## src/rtl/decim_readout_arbiter.sv

```systemverilog
// Round-robin readout of per-channel decimator samples onto one valid/ready stream.
// Each channel holds one sample; new samples arriving while full (and not being popped) are dropped.

module decim_readout_lane #(
    parameter int DW = 27
) (
    input  logic          clk,
    input  logic          rst_n,
    input  logic          cap,
    input  logic          grant,
    input  logic          ovf_clr,
    input  logic [DW-1:0] data,
    output logic [DW-1:0] hold_data,
    output logic [7:0]    hold_seq,
    output logic          full,
    output logic          overflow
);
    logic [7:0] seq_cnt;

    always_ff @(posedge clk) begin
        if (!rst_n) begin
            seq_cnt   <= '0;
            hold_data <= '0;
            hold_seq  <= '0;
            full      <= 1'b0;
            overflow  <= 1'b0;
        end else begin
            if (cap) seq_cnt <= seq_cnt + 8'd1;
            // A grant frees the slot this edge, so a coincident capture is still stored.
            if (cap && (!full || grant)) begin
                hold_data <= data;
                hold_seq  <= seq_cnt;
                full      <= 1'b1;
            end else if (grant) begin
                full <= 1'b0;
            end
            if (cap && full && !grant) overflow <= 1'b1;
            else if (ovf_clr)          overflow <= 1'b0;
        end
    end
endmodule

module decim_readout_arbiter #(
    parameter  int NCH = 4,
    parameter  int DW  = 27,
    localparam int CW  = $clog2(NCH)
) (
    input  logic              clk,
    input  logic              rst_n,
    input  logic              en,
    input  logic [NCH*DW-1:0] in_data,
    input  logic [NCH-1:0]    in_valid,
    output logic [DW-1:0]     out_data,
    output logic [CW-1:0]     out_ch,
    output logic [7:0]        out_seq,
    output logic              out_valid,
    input  logic              out_ready,
    output logic [NCH-1:0]    overflow,
    input  logic              ovf_clr
);
    typedef enum logic {EMPTY, HOLD} state_t;

    state_t                   state, state_next;
    logic [NCH-1:0]           cap, grant, full;
    logic [NCH-1:0][DW-1:0]   hold_data;
    logic [NCH-1:0][7:0]      hold_seq;
    logic [CW-1:0]            rr, gnt_idx;
    logic                     gnt_any, free;

    assign cap = en ? in_valid : '0;

    for (genvar i = 0; i < NCH; i++) begin : g_lane
        assign grant[i] = free && gnt_any && (gnt_idx == CW'(i));

        decim_readout_lane #(.DW(DW)) u_lane (
            .clk       (clk),
            .rst_n     (rst_n),
            .cap       (cap[i]),
            .grant     (grant[i]),
            .ovf_clr   (ovf_clr),
            .data      (in_data[i*DW +: DW]),
            .hold_data (hold_data[i]),
            .hold_seq  (hold_seq[i]),
            .full      (full[i]),
            .overflow  (overflow[i])
        );
    end

    // Scan from the far end so the candidate closest to rr is the one that sticks.
    always_comb begin
        gnt_any = 1'b0;
        gnt_idx = '0;
        for (int j = NCH - 1; j >= 0; j--) begin
            if (full[rr + CW'(j)]) begin
                gnt_any = 1'b1;
                gnt_idx = rr + CW'(j);
            end
        end
    end

    always_ff @(posedge clk) begin
        if (!rst_n) state <= EMPTY;
        else        state <= state_next;
    end

    always_comb begin
        state_next = state;
        if (free) state_next = gnt_any ? HOLD : EMPTY;
    end

    always_comb begin
        out_valid = (state == HOLD);
        free      = (state == EMPTY) || out_ready;
    end

    always_ff @(posedge clk) begin
        if (!rst_n) begin
            out_data <= '0;
            out_ch   <= '0;
            out_seq  <= '0;
            rr       <= '0;
        end else if (free && gnt_any) begin
            out_data <= hold_data[gnt_idx];
            out_ch   <= gnt_idx;
            out_seq  <= hold_seq[gnt_idx];
            rr       <= gnt_idx + 1'b1;
        end
    end
endmodule

```

## config.mk

```make
export PLATFORM = sky130hd
export DESIGN_NAME = decim_readout_arbiter
export DESIGN_NICKNAME = d
export VERILOG_FILES = /design/src/rtl/decim_readout_arbiter.sv
export SDC_FILE = /design/constraint.sdc
export NUM_CORES = 1
export LEC_CHECK = 0
export ABC_AREA = 0
export CAP_MARGIN = 15
export CORE_ASPECT_RATIO = 0.5
export CORE_MARGIN = 10
export CORE_UTILIZATION = 40
export CTS_BUF_LIST = sky130_fd_sc_hd__clkbuf_8
export CTS_CLUSTER_SIZE = 12
export DETAILED_ROUTE_END_ITERATION = 6
export DONT_BUFFER_PORTS = 1
export GPL_TIMING_DRIVEN = 1
export SKIP_CTS_REPAIR_TIMING = 1
export SLEW_MARGIN = 15
export SYNTH_ARGS = -nofsm -noshare
export SYNTH_HDL_FRONTEND = slang
export SYNTH_HIERARCHICAL = 1
export SYNTH_SLANG_ARGS = --single-unit
```

## constraint.sdc

```tcl
create_clock -name clk -period 5.95 [get_ports clk]
set_input_delay 0.2975 -clock clk [delete_from_list [all_inputs] [get_ports clk]]
set_output_delay 0.2975 -clock clk [all_outputs]
set_load 0.02 [all_outputs]
```

==> results of run 1 <==
## synthesized netlist by cell type (13+ instances only)
library cell and instances:
dfxtp_1 220, buf_2 32, o221ai_1 13, o21ai_1 16, nor2_1 31, nand3_1 148, nand2_1 49, a21oi_1 162
buf_6 14, clkbuf_1 36, mux2i_1 73, o21ai_0 138, o221ai_2 21
## logic make-up (layout without fill, tap and decap cells)
family,count (synthesis),after routing,share of synthesized area
muxes,73,73,0.0765
DFF,220,220,0.461
other,0,3,0
AOI/OAI and AO/OA,358,358,0.222
buffers and inverters,107,190,0.0650
xor gates and xnor gates,17,17,0.0156
and+or+nand+nor,282,282,0.154
adders and majority gates,4,4,0.00524
## worst paths after layout
path | to | from | slack (ns) | cells past startpoint
max | out_data[1] | g_lane[0].u_lane/full | 3.08 | 6
min | g_lane[2].u_lane/hold_data[0] | in_data[54] | 0.005 | 2
max reg2reg | out_data[1] | g_lane[0].u_lane/full | 3.08 | 6
min reg2reg | g_lane[0].u_lane/hold_data[13] | g_lane[0].u_lane/hold_data[13] | 0.47 | 2
## area by class of cell
type,count,area [um2]
Timing Repair Buffer,119,1160
Tap cell,307,384
Sequential cell,220,4400
Clock inverter,17,66.3
Multi-Input combinational cell,734,4540
Fill cell,2136,11900
Antenna cell,3,7.51
Inverter,10,37.5
Clock buffer,44,606
## layer usage
metal	GRT usage	routed length, um	up-vias
li1	-	-	3963
met1	0.246	14000	4164
met2	0.287	14300	319
met3	0.0487	2240	58
met4	0.0513	716	0
met5	0	0	-
## flip-flops by register name, indices dropped and copies added (netlist names)
register	flops
g_lane.u_lane/hold_data	108
out_seq	8
g_lane.u_lane/hold_seq	32
g_lane.u_lane/overflow	4
g_lane.u_lane/seq_cnt	32
rr	2
out_valid	1
out_data	27
out_ch	2
g_lane.u_lane/full	4
## power by group through the flow
stage	clock network [W]	registers [W]	logic (W)
floorplan	0	0.00161	0.000350
detailed placement	0	0.00163	0.000388
global route	0.00134	0.00161	0.000490
CTS	0.00127	0.00160	0.000389
finish	0.00126	0.00160	0.000455
global placement	0	0.00163	0.000378
## through the flow
step	total power, W	setup slack (ns)	cells	cell area [um2]
2_1_floorplan	0.00196	3.79	1061	9550
3_3_place_gp	0.00201	3.26	1284	9460
3_5_place_dp	0.00202	3.14	1284	9460
4_1_cts	0.00326	3.13	1345	10100
5_1_grt	0.00344	2.91	1452	11200
6_report	0.00331	3.08	1454	11200
==> flow_summary.toml, run 1 <==
[timing]
drv_slew = 0
slew_headroom = 0.267
setup_tns_ns = 0
worst_pin_slew_ns = 1.10
period_share = 0.482
setup_violations = 0
hold_ws_ns = 0.00533
period_minus_slack_ns = 2.87
max_freq_mhz = 348
clock_skew_ns = 0.0113
rsz0062_at_grt = "no"
finalHoldViolCount = 0

[die]
die_height_um = 129
initial_core_util = 0.413
boundaryPins = 159
core_area_mm2 = 0.0231
dieWidth_um = 239
rows = 39
die_area_mm2 = 0.0308

[setup_path]
critPathKind = "flop to flop"
critPathMaxStageDelay_ns = 0.82
crit_chain = "nor2b_1 -> a2111oi_4 -> nor2_4 -> buf_4 -> mux2i_1 -> o221ai_2"
crit_family = "buffers and inverters"
slowest_stage = "buf_4"
start_kind = "flop"
crit_fanout = 55
path_buf_inv = 1
required_ns = 6.31
endpoint_kind = "flop"
arrival_ns = 3.23

[grt]
grt_first_pass_wirelength_um = 44600
grt_pass1_vias = 7373
grt_max_degree = 56
grt_use_total = 0.184
gr-total-overflow = 0
grt_antenna_before_repair = 1

[placement]
gp_congestion = 0.879
io_buffers = 0
dpl.hpwl_um = 20400

[yosys]
avgSynthCellArea_um2 = 9.00
synth_cell_types = 45
ys.flop_type = "dfxtp_1"
syn-num-nets = 1182
ys_seq_elements = 220
ys_warn_count = 6
synth_edf_count = 0
yosys.area.top_type = "dfxtp_1"
synth_seq_area_share = 0.461
netlist.area_leader.share = 0.461
synth.area.top_cells = "dfxtp_1 (46%), a21oi_1 (8.5%), nand3_1 (7.8%)"
postSynth.asyncResetShare = 0
synthCells = 1061
syn-cell-area_mm2 = 0.00955

[cells_and_area]
layout-drive-gt1-share = 0.0909
fin_util = 0.484
final_common_cell = "dfxtp_1"
area_delta_synth_final_pct = 17.3
nNetsFinal = 1241
final_cell_mix = "dfxtp_1 (220), a21oi_1 (162), nand3_1 (148)"

[power]
p_leak_nw = 4.11
p_int_w = 0.00237
peakVddDrop_mv = 0.155
power.clock.fraction = 0.379
sw_frac_of_total = 0.285
switchingPower_w = 0.000946
pwr-share-comb = 0.137
powerDensity_mw_per_mm2 = 296
seqPwrFrac = 0.484

[clocking]
path_clk_slew_ns = 0.06
clk_path_buf_depth = 3
numCtsBuffers = 35
h-tree-depth = 2
clock-sinks = 220
insertion_delay_ns = 0.50
cts_root_buffer = "clkbuf_8"
cts_tree = "yes"

[status]
status = "complete, no violations"

[drt]
post_drt_wl_per_cell_um = 21.6
first_iter_violations = 891
viasPerCell = 5.85
ant_nets = 0
wirelength_um = 31300
firstDrtPassIters = 6
routed-via-count = 8504
route.detailed.drc = 0

[worst_hold_path]
hold_path.class = "input port to flop"

[job]
max_cap_violations = 0
Note: power is estimated with default switching activity, not from simulation.
==> inputs of run 2 (changes only) <==
--- a/config.mk
+++ b/config.mk
@@ -5,7 +5,7 @@
 export SDC_FILE = /design/constraint.sdc
 export NUM_CORES = 1
 export LEC_CHECK = 0
-export ABC_AREA = 0
+export ABC_AREA = 1
 export CAP_MARGIN = 15
 export CORE_ASPECT_RATIO = 0.5
 export CORE_MARGIN = 10
==> constraint.sdc (replaced) <==
create_clock -name clk -period 2.8 [get_ports clk]
set_input_delay 0.14 -clock clk [delete_from_list [all_inputs] [get_ports clk]]
set_output_delay 0.14 -clock clk [all_outputs]
set_load 0.02 [all_outputs]
==> run 2 against run 1 <==
  * The flow now finishes with violations (DRC)
  * Highest routed layer unchanged
  * Clock skew is 0.0018 ns higher
  * Largest cell class unchanged
  * Clock-buffer cell count is 5 higher
  * Critical path depth is 11 higher
==> flow_summary.toml, run 2 <==
[status]
status = "complete, but fails checks"
violations = "DRC"

[grt]
gr-total-overflow = 0
grt_use_total = 0.175
grt_antenna_before_repair = 1
grt_pass1_vias = 8291
grt_max_degree = 174
grt_first_pass_wirelength_um = 46600

[timing]
rsz0062_at_grt = "no"
period_share = 0.906
slew_headroom = 0.486
clock_skew_ns = 0.0131
max_freq_mhz = 394
setup_tns_ns = 0
worst_pin_slew_ns = 0.771
setup_violations = 0
finalHoldViolCount = 0
drv_slew = 0
period_minus_slack_ns = 2.54

[setup_path]
rrSetupSlack_ns = 0.26
path_buf_inv = 4
start_kind = "flop"
crit_fanout = 36
critPathKind = "flop to flop"
ff2ff_path_depth = 17
crit_top_cell = "nand2_1"
crit_family = "simple AND/OR/NAND/NOR gates"
slowest_stage = "dfxtp_1"
arrival_ns = 2.92
r2r_start = "rr[0]"
critPathMaxStageDelay_ns = 0.43
endpoint_kind = "flop"
required_ns = 3.19
timing.rr.end = "g_lane[0].u_lane/hold_data[8]"
crit_chain = "buf_4 -> nand2_1 -> nand2_1 -> nand2_1 -> nand2_2 -> inv_2 -> nand2_1 -> nand2_1 -> nand2_2 -> nand2_2 -> nor3_2 -> buf_4 -> inv_2 -> nand2_2 -> nand2_8 -> o21ai_0 -> nor2_1"

[yosys]
netlist.area_leader.share = 0.424
ys_warn_count = 6
synth_seq_area_share = 0.424
synth_commonest_cells = "nor2_1 (387), inv_1 (227), dfxtp_1 (220)"
muxShareOfSynthArea = 0
synthAdderAreaFrac = 0.00482
synth-compound-area-share = 0.0908
synth_edf_count = 0
yosys.area_share.simple = 0.333
ys_seq_elements = 220
synthCells = 1546
syn-num-nets = 1667
synth.area.top_cells = "dfxtp_1 (42%), nor2_1 (14%), nand3_1 (9.7%)"
synth_cell_types = 24
ys.flop_type = "dfxtp_1"
postSynth.asyncResetShare = 0
synth-xor-area-share = 0
yosys.area.top_type = "dfxtp_1"
avgSynthCellArea_um2 = 6.72
yosysMostFrequentCell = "nor2_1"
synth_top_family_by_area = "simple AND/OR/NAND/NOR gates"
syn-cell-area_mm2 = 0.0104

[cells_and_area]
nFillCells = 2549
nNetsFinal = 1741
reg.largest.list = "g_lane.u_lane/hold_data: 108 flops, g_lane.u_lane/hold_seq: 32 flops, g_lane.u_lane/seq_cnt: 32 flops"
final_common_cell = "nor2_1"
area_delta_synth_final_pct = 17.2
layout-drive-gt1-share = 0.0596
top_register = "g_lane.u_lane/hold_data"
fin_util = 0.480
final_cell_mix = "nor2_1 (387), inv_1 (238), dfxtp_1 (219)"
final-instance-count-excl-fill = 1988
final_area_mm2 = 0.0122
largest_reg_flops = 108

[power]
p_leak_nw = 5.54
switchingPower_w = 0.00515
peakVddDrop_mv = 0.875
powerDensity_mw_per_mm2 = 975
seqPwrFrac = 0.346
sw_frac_of_total = 0.434
power.clock.fraction = 0.237
p_int_w = 0.00672
pwr-share-comb = 0.418

[die]
die_height_um = 134
dieWidth_um = 248
core_area_mm2 = 0.0254
initial_core_util = 0.409
die_area_mm2 = 0.0332
rows = 41
boundaryPins = 159

[worst_hold_path]
min_path_cells = 3
min_to = "g_lane[1].u_lane/seq_cnt[0]"
hold_path.class = "input port to flop"
hp-start = "en"

[drt]
post_drt_wl_per_cell_um = 15.9
viasPerCell = 4.97
ant_nets = 0
firstDrtPassIters = 7
routed-via-count = 9877
wirelength_um = 31600
route.detailed.drc = 1
first_iter_violations = 1104

[clocking]
path_clk_slew_ns = 0.06
clock-sinks = 220
numCtsBuffers = 35
cts_tree = "yes"
insertion_delay_ns = 0.51
clk_path_buf_depth = 3
cts_root_buffer = "clkbuf_8"
h-tree-depth = 2

[placement]
gp_congestion = 0.842
dp.cells = 1815
dpl.hpwl_um = 21200
dpl_cell_area_mm2 = 0.0103
io_buffers = 0

[job]
max_cap_violations = 0
## run 2: changes by cell type after synthesis, moves of 14 or more
cell and delta:
nand2_1 +141, inv_1 +221, o21ai_0 +14, o21ai_1 -16, nand3_1 +53, a21oi_1 -128
buf_6 +20, mux2i_1 -73, o221ai_2 -21, nor2_1 +356
## run 2: cell type report
type                    instances  area [um2]  area share
diodes                          1        2.50    0.000206
inverters                     240         935      0.0768
multi-input cells            1000        4470       0.367
repair buffers                123        1220       0.100
clock inverters                11        41.3     0.00339
clock buffers                  49         674      0.0554
flip-flops and latches        220        4410       0.362
well taps                     344         430      0.0353
## run 2: power by group through the flow
stage / clock network (W) / registers [W] / logic, W
after CTS: 0.00287 / 0.00411 / 0.00473
after detailed placement: 0 / 0.00418 / 0.00472
after global placement: 0 / 0.00418 / 0.00468
after floorplan: 0 / 0.00404 / 0.00384
final: 0.00281 / 0.00411 / 0.00496
after global routing: 0.00303 / 0.00415 / 0.00562
## run 2: worst max path at each step
stage / start / end / slack [ns] / cells after the start
after floorplan: rr[0] / g_lane[0].u_lane/hold_data[10] / 0.59 / 20
after global placement: rr[1] / g_lane[0].u_lane/hold_data[7] / 0.006 / 16
after detailed placement: rr[0] / g_lane[0].u_lane/hold_data[7] / 0.08 / 17
after CTS: rr[0] / g_lane[0].u_lane/hold_data[7] / 0.07 / 17
after global routing: rr[0] / g_lane[1].u_lane/hold_data[18] / 0.003 / 16
final: rr[0] / g_lane[0].u_lane/hold_data[8] / 0.26 / 17
## run 2: cell families (layout without fill, tap and decap cells)
logic type      count (synthesis)  in the layout
fa+ha+maj                       4              4
simple gates                  809            809
buf+inv                       326            423
compound gates                187            187
flops                         220            220
other cells                     0              1
## run 2: metal layers
metal	GRT usage	up-vias	part of all wire	routed length [um]
met5	0	-	0	0
met2	0.270	330	0.45	14300
li1	-	4935	-	-
met3	0.0317	56	0.065	2050
met1	0.250	4556	0.47	14800
met4	0.0350	0	0.017	525
## run 2: through the flow
step                hold WS [ns]  setup WS (ns)  total power [W]
floorplan                  0.268          0.585          0.00787
global placement           0.292        0.00573          0.00886
detailed placement         0.295         0.0837          0.00890
CTS                       -0.268         0.0669           0.0117
global route               0.126        0.00262           0.0128
finish                    0.0797          0.264           0.0119
## run 2: worst min-delay path: cells and delay by family
family                 cells  cell delay [ns]
AO/OA/AOI/OAI              1             0.17
buffers and inverters      1             0.18
AND/OR/NAND/NOR            1             0.04
